[src/rtl/wb_stage.sv]
// RV32I writeback: registers the MEM result (with load formatting) or an MDU result from a small FIFO; 1-cycle latency.
// MDU input backpressure via mdu_ready (!full); a starved MDU head forces priority and stalls MEM through wb_hold_req.
module wb_stage #(
  parameter int MDU_DEPTH    = 2,
  parameter int STARVE_LIMIT = 4
) (
  input  logic        clk,
  input  logic        rst,
  input  logic        mem_valid,
  input  logic        mem_regwrite,
  input  logic        mem_memtoreg,
  input  logic [2:0]  mem_funct3,
  input  logic [4:0]  mem_dst,
  input  logic [31:0] mem_alu_result,
  input  logic [31:0] mem_rdata,
  input  logic        mdu_valid,
  input  logic [4:0]  mdu_dst,
  input  logic [31:0] mdu_result,
  output logic        mdu_ready,
  output logic        wb_hold_req,
  output logic        regwrite_wb,
  output logic [4:0]  dst_wb,
  output logic [31:0] regwd_wb,
  output logic        wb_src
);

  localparam int PW = $clog2(MDU_DEPTH);
  localparam int CW = $clog2(MDU_DEPTH + 1);
  localparam int SW = $clog2(STARVE_LIMIT + 1);

  typedef struct packed {
    logic [4:0]  dst;
    logic [31:0] dat;
  } mdu_ent_t;

  mdu_ent_t      fifo_q [MDU_DEPTH];
  mdu_ent_t      fifo_d [MDU_DEPTH];
  logic [PW-1:0] wr_ptr_q, wr_ptr_d;
  logic [PW-1:0] rd_ptr_q, rd_ptr_d;
  logic [CW-1:0] count_q, count_d;
  logic [SW-1:0] starve_q, starve_d;
  logic          regwrite_q, regwrite_d;
  logic [4:0]    dst_q, dst_d;
  logic [31:0]   regwd_q, regwd_d;
  logic          src_q, src_d;

  logic          pipe_req;
  logic          fifo_ne;
  logic          fifo_full;
  logic          force_mdu;
  logic          push;
  logic          pop;
  logic [7:0]    ld_byte;
  logic [15:0]   ld_half;
  logic [31:0]   ld_data;
  logic [31:0]   pipe_data;

  always_comb begin
    ld_byte = mem_rdata[{mem_alu_result[1:0], 3'b000} +: 8];
    ld_half = mem_rdata[{mem_alu_result[1], 4'b0000} +: 16];
    case (mem_funct3)
      3'b000:  ld_data = {{24{ld_byte[7]}}, ld_byte};
      3'b001:  ld_data = {{16{ld_half[15]}}, ld_half};
      3'b100:  ld_data = {24'd0, ld_byte};
      3'b101:  ld_data = {16'd0, ld_half};
      default: ld_data = mem_rdata;
    endcase
    pipe_data = mem_memtoreg ? ld_data : mem_alu_result;
  end

  assign pipe_req    = mem_valid & mem_regwrite & (mem_dst != 5'd0);
  assign fifo_ne     = (count_q != '0);
  assign fifo_full   = (count_q == CW'(MDU_DEPTH));
  // Readiness comes from the registered count only, so a same-cycle pop never opens a slot.
  assign mdu_ready   = ~rst & ~fifo_full;
  assign push        = mdu_valid & mdu_ready & (mdu_dst != 5'd0);
  assign force_mdu   = fifo_ne & (starve_q == SW'(STARVE_LIMIT));
  assign pop         = force_mdu | (fifo_ne & ~pipe_req);
  assign wb_hold_req = force_mdu & ~rst;

  always_comb begin
    fifo_d     = fifo_q;
    wr_ptr_d   = wr_ptr_q;
    rd_ptr_d   = rd_ptr_q;
    starve_d   = '0;
    regwrite_d = 1'b0;
    dst_d      = dst_q;
    regwd_d    = regwd_q;
    src_d      = src_q;

    if (pop) begin
      regwrite_d = 1'b1;
      dst_d      = fifo_q[rd_ptr_q].dst;
      regwd_d    = fifo_q[rd_ptr_q].dat;
      src_d      = 1'b1;
      rd_ptr_d   = rd_ptr_q + 1'b1;
    end else if (pipe_req) begin
      regwrite_d = 1'b1;
      dst_d      = mem_dst;
      regwd_d    = pipe_data;
      src_d      = 1'b0;
      if (fifo_ne) begin
        starve_d = (starve_q == SW'(STARVE_LIMIT)) ? starve_q : starve_q + 1'b1;
      end
    end

    if (push) begin
      fifo_d[wr_ptr_q] = '{dst: mdu_dst, dat: mdu_result};
      wr_ptr_d         = wr_ptr_q + 1'b1;
    end

    count_d = count_q + CW'(push) - CW'(pop);
  end

  always_ff @(posedge clk) begin
    if (rst) begin
      wr_ptr_q   <= '0;
      rd_ptr_q   <= '0;
      count_q    <= '0;
      starve_q   <= '0;
      regwrite_q <= 1'b0;
      dst_q      <= '0;
      regwd_q    <= '0;
      src_q      <= 1'b0;
    end else begin
      wr_ptr_q   <= wr_ptr_d;
      rd_ptr_q   <= rd_ptr_d;
      count_q    <= count_d;
      starve_q   <= starve_d;
      regwrite_q <= regwrite_d;
      dst_q      <= dst_d;
      regwd_q    <= regwd_d;
      src_q      <= src_d;
    end
  end

  // Entry storage needs no reset: the count gates every read.
  always_ff @(posedge clk) begin
    fifo_q <= fifo_d;
  end

  assign regwrite_wb = regwrite_q;
  assign dst_wb      = dst_q;
  assign regwd_wb    = regwd_q;
  assign wb_src      = src_q;

endmodule

[config.mk]
export PLATFORM = sky130hd
export DESIGN_NAME = wb_stage
export DESIGN_NICKNAME = d
export VERILOG_FILES = /design/src/rtl/wb_stage.sv
export SDC_FILE = /design/constraint.sdc
export NUM_CORES = 1
export LEC_CHECK = 0
export BUFFER_PORTS_ARGS = -buffer_cell sky130_fd_sc_hd__buf_2
export CAP_MARGIN = 15
export CORE_ASPECT_RATIO = 1.2
export CORE_MARGIN = 5
export CORE_UTILIZATION = 60
export CTS_BUF_LIST = sky130_fd_sc_hd__clkbuf_8
export DETAILED_ROUTE_END_ITERATION = 8
export PLACE_DENSITY = 0.89
export SYNTH_ARGS = -nofsm -noshare
export SYNTH_HDL_FRONTEND = slang
export SYNTH_SLANG_ARGS = --single-unit
[constraint.sdc]
create_clock -name clk -period 6.9 [get_ports clk]
set_clock_uncertainty 0.05 [all_clocks]
set_input_delay 0.345 -clock clk [delete_from_list [all_inputs] [get_ports clk]]
set_output_delay 0.345 -clock clk [all_outputs]
set_load 0.05 [all_outputs]
After elaboration in Yosys (flattened, before gate mapping)
Cells that the tools add are included.
- output and inout port bits: 41
- bits of input ports: 115
- register bits: 120
- shifts and indexed selects: 2
- mux-type cells: 16
- bitwise logic cells: 15
- magnitude comparators: 3
- reductions and logical operators: 7
- eq/ne operators: 5
- add/sub/neg operators: 5
- operators by type and width (operator ; number):
    37-bit two-way mux ; 4
    32-bit one-hot mux with 4 select lines ; 1
    32-bit two-way mux ; 3
    74-bit bitwise mux ; 1
    37-bit demux with 1-bit select ; 1
    32-bit by 6-bit indexed part select with 16-bit output ; 1
    32-bit by 6-bit indexed part select with 8-bit output ; 1
    5-bit two-way mux ; 2
    5-bit nonzero test ; 2
    3-bit equality test, second input constant ; 3
    1-bit AND ; 8
    2-bit >= comparator, second input constant ; 2
    1-bit two-way mux ; 4
    1-bit inverter ; 4
    1-bit inverter with 2-bit output ; 2
    2-bit nonzero test ; 2
    4-bit OR reduction ; 1
    3-bit by 1-bit adder with 3-bit output, second input constant ; 1
    3-bit by 1-bit equality test with 1-bit output, second input constant ; 1
    3-bit logical NOT ; 1
    1-bit adder, second input constant ; 2
    2-bit by 1-bit adder with 2-bit output ; 1
    2-bit equality test, second input constant ; 1
    2-bit by 1-bit < comparator with 1-bit output, second input constant ; 1
    other kinds (3) ; 3

Depth between registers and ports, before layout
- depth after elaboration: 7
- depth in mapped cells: 12

Least setup slack after synthesis
No wires, ideal clock.
- kind: input -> register
- from: input port rst
- to: register fifo_q[0] (netlist name) (enable)
- required time: 6.419 ns
- arrival time: 2.662 ns
- stages on the path: 5
- setup time: 0.431 ns
- slack: 3.757 ns
- cell sequence: clkbuf_1 -> inv_1 -> o211ai_1 -> or2_2 -> nor2_1
- longest elaborated chain between the ends: 4
- RTL lines (item ; RTL line ; RTL):
    start: declaration ; 8 ; input logic rst,
    1-bit inverter ; 75 ; assign mdu_ready = ~rst & ~fifo_full;
    1-bit AND ; 75 ;
    1-bit AND (2 in a row) ; 76 ; assign push = mdu_valid & mdu_ready & (mdu_dst != 5'd0);
    end signal: assignment ; 139 ; fifo_q <= fifo_d;
    end: declaration ; 36 ; mdu_ent_t fifo_q [MDU_DEPTH];
No other way between the ends.
A chain may end at the register's enable or synchronous reset.

Worst setup path in the final report
- from: register count_q[1]
- to: output port wb_hold_req
- longest elaborated chain between the ends: 3
- RTL lines (item ; RTL line ; RTL):
    start: declaration ; 40 ; logic [CW-1:0] count_q, count_d;
    start signal: assignment ; 128 ; count_q <= count_d;
    2-bit nonzero test ; 72 ; assign fifo_ne = (count_q != '0);
    1-bit AND ; 77 ; assign force_mdu = fifo_ne & (starve_q == SW'(STARVE_LIMIT));
    1-bit AND ; 79 ; assign wb_hold_req = force_mdu & ~rst;
    end: declaration ; 20 ; output logic wb_hold_req,
No other way between the ends.

==> run metrics <==
Synth top area share 0.361; TNS Setup 0 ns; Antenna diodes 0; number of synthesized flops with an enable pin 74; CTS tree done; Critical Path End wb_hold_req; fin. max-slew vios 0; clk root buf clkbuf_8; Gate power share 0.418; Final Critical Period around 3.0 ns; Worst Path Required 6.50 ns; worst setup path startpoint count_q[1]; post-place setup slack approximately 4.0 ns; most frequent cells in the layout 155 x buf_2, 75 x a21oi_1, 74 x edfxtp_1, 48 x mux2i_1, 45 x dfxtp_1; GRT overflow 0; placer congestion estimate roughly 0.86; R2R Setup Slk about 4.3 ns; GRT Overall Usage 0.284; first-pass GRT wire length 27,000 um; clk buf depth 2; period utilisation layout 0.442; ys flop type edfxtp_1; Clk Latency, worst-skew pair 0.44 ns; critical path fanouts, max between 40 and 50; P_leak slightly below 0.003 uW; Seq pwr share 0.352; Final ANT Viol Nets 0; die width 102 um; Reg-to-Reg End fifo_q[63]; RSZ-0062 raised after global routing false; die height approximately 120 um; top cells by area, synth edfxtp_1 36%, dfxtp_1 15%, mux2i_1 7.8%, a21oi_1 6.1%, a2bb2oi_1 3.7%; CTS hold repair buffers 0; FF-to-FF Start count_q[0]; DRT Pass-1 Iters 6; Cells after Synth around 600; IO Port Bufs between 150 and 200; Switch Pwr approximately 1100 uW; routed length per instance around 20 um; placed cell count 825; Worst Hold Class primary input to register; CP startpoint kind register; asr flop ratio synth 0; f_max about 330 MHz; Setup Fix Bufs, Post-CTS 0; Rows 40; max incr delay on CP about 0.66 ns; FF-to-FF path depth 5; WP data arrival between 2 and 3 ns; final setup vio count 0; clock network fraction of design power 0.230; Post-DP HPWL 11,800 um; switching share of power 0.411; outcome finished, final reports clean; Final Hold Viols 0; WS Path Type register to primary output; DRC 0; Vias/cell around 6.4; most common cell after layout, fill and taps aside buf_2; layout cell share with drive strength beyond 1 0.284; Final Instance Area around 7400 um2; Seq/Total Area, Yosys 0.510; clock-pin slew on the worst setup and hold paths 0.08 ns; worst slew pin tran 1.06 ns; Pint about 1600 uW; DIE AREA ~12,000 um2; clk sinks 120; Worst Hold Slack 0.0397 ns; syn_area_per_cell around 10 um2; vias in the first global route approximately 5,500; Slew HR 0.290; Max-Cap Viols 0; CTS Buf Count 17; crit path cell chain or2_2, nand2_1, nor2_1, buf_2; Starting Density 0.615; cell taking the most area after synthesis edfxtp_1; Worst setup EP type primary output; pwr dens roughly 370 nW/um2; fin nets around 840; post-placement cell area 6880 um2; area delta synth->final 19.4%; largest net degree at the start of global routing 63; synth unique cells 46; final worst-path setup slack 3.85 ns; Vias 5,491; peak supply drop between 0.0002 and 0.0003 V; Yosys reg bits 120; antenna violations before repair 0; H-tree levels 4; Initial DRC Count between 400 and 500; post-cts sizing count 0; synth warn 0; num ports around 160; post-synthesis cell area ~6200 um2; final wirelength 17,700 um; final cell count without fillers 862; Core Region approximately 10,000 um2; CP max stage cell nand2_1; Synthesized Nets just over 700
## synth_stat cells, drive strengths merged (10+ instances only)
master,instances
buf,21
nand2,41
dfxtp,46
clkbuf,36
o32ai,17
a21oi,75
o21ai,27
nor2b,13
mux2i,48
edfxtp,74
nand2b,16
a2bb2oi,26
a31oi,10
nor2,18
nor3,37
inv,10
## worst max-delay path, delay by kind of cell, from the launching register on
family	cells	cell delay, ns
and+or+nand+nor	3	1.57
buffers and inverters	1	0.30
DFF	1	0.33
## power groups by stage
stage               logic (uW)  clock network (uW)  registers (uW)
floorplan                  628                   0            1160
global placement          1040                   0             976
detailed placement        1070                   0             979
CTS                       1080                 621             964
global route              1210                 660             955
finish                    1120                 619             947
## how the worst min path moves through the flow
stage / from / endpoint / slack [ns] / cells past startpoint
floorplan: mdu_result[0] / fifo_q[0] / 0.39 / 0
global placement: wb_src / wb_src / 0.42 / 2
detailed placement: wb_src / wb_src / 0.42 / 2
CTS: mdu_result[6] / fifo_q[43] / 0.02 / 1
global route: mdu_result[8] / fifo_q[8] / 0.004 / 1
finish: mdu_result[21] / fifo_q[21] / 0.04 / 1
## cell families after synthesis
family                   share of synthesized area
AO/OA/AOI/OAI                                0.223
XOR/XNOR                                   0.00285
adder cells (fa/ha/maj)                    0.00813
buffers and inverters                       0.0478
flip-flops                                   0.510
multiplexers                                0.0872
AND/OR/NAND/NOR                              0.120
## routing by layer
metal,vias up,part of all wire,global-route usage
met1,2541,0.36,0.333
met3,69,0.093,0.0707
met5,-,0,0
met2,355,0.50,0.467
met4,0,0.049,0.163
li1,2526,-,-
## flip-flops by register name, summed over array words and instances (netlist names)
signal,cells
regwd_wb,32
rd_ptr_q,1
count_q,2
starve_q,3
dst_wb,5
fifo_q,74
regwrite_wb,1
wb_src,1
wr_ptr_q,1
## per-stage QoR
stage	utilization	power [uW]
after floorplan	-	1790
after global placement	0.687	2010
after detailed placement	0.687	2040
after CTS	0.726	2660
after global routing	0.735	2830
final	0.735	2690
## final cells by class
class	instances	area (um2)
Fill cell	735	2660
Multi-Input combinational cell	409	2730
Sequential cell	120	3140
Clock inverter	15	154
Timing Repair Buffer	165	898
Clock buffer	17	234
Inverter	10	37.5
Tap cell	126	158
No activity file was read; power rests on OpenSTA's default activity.
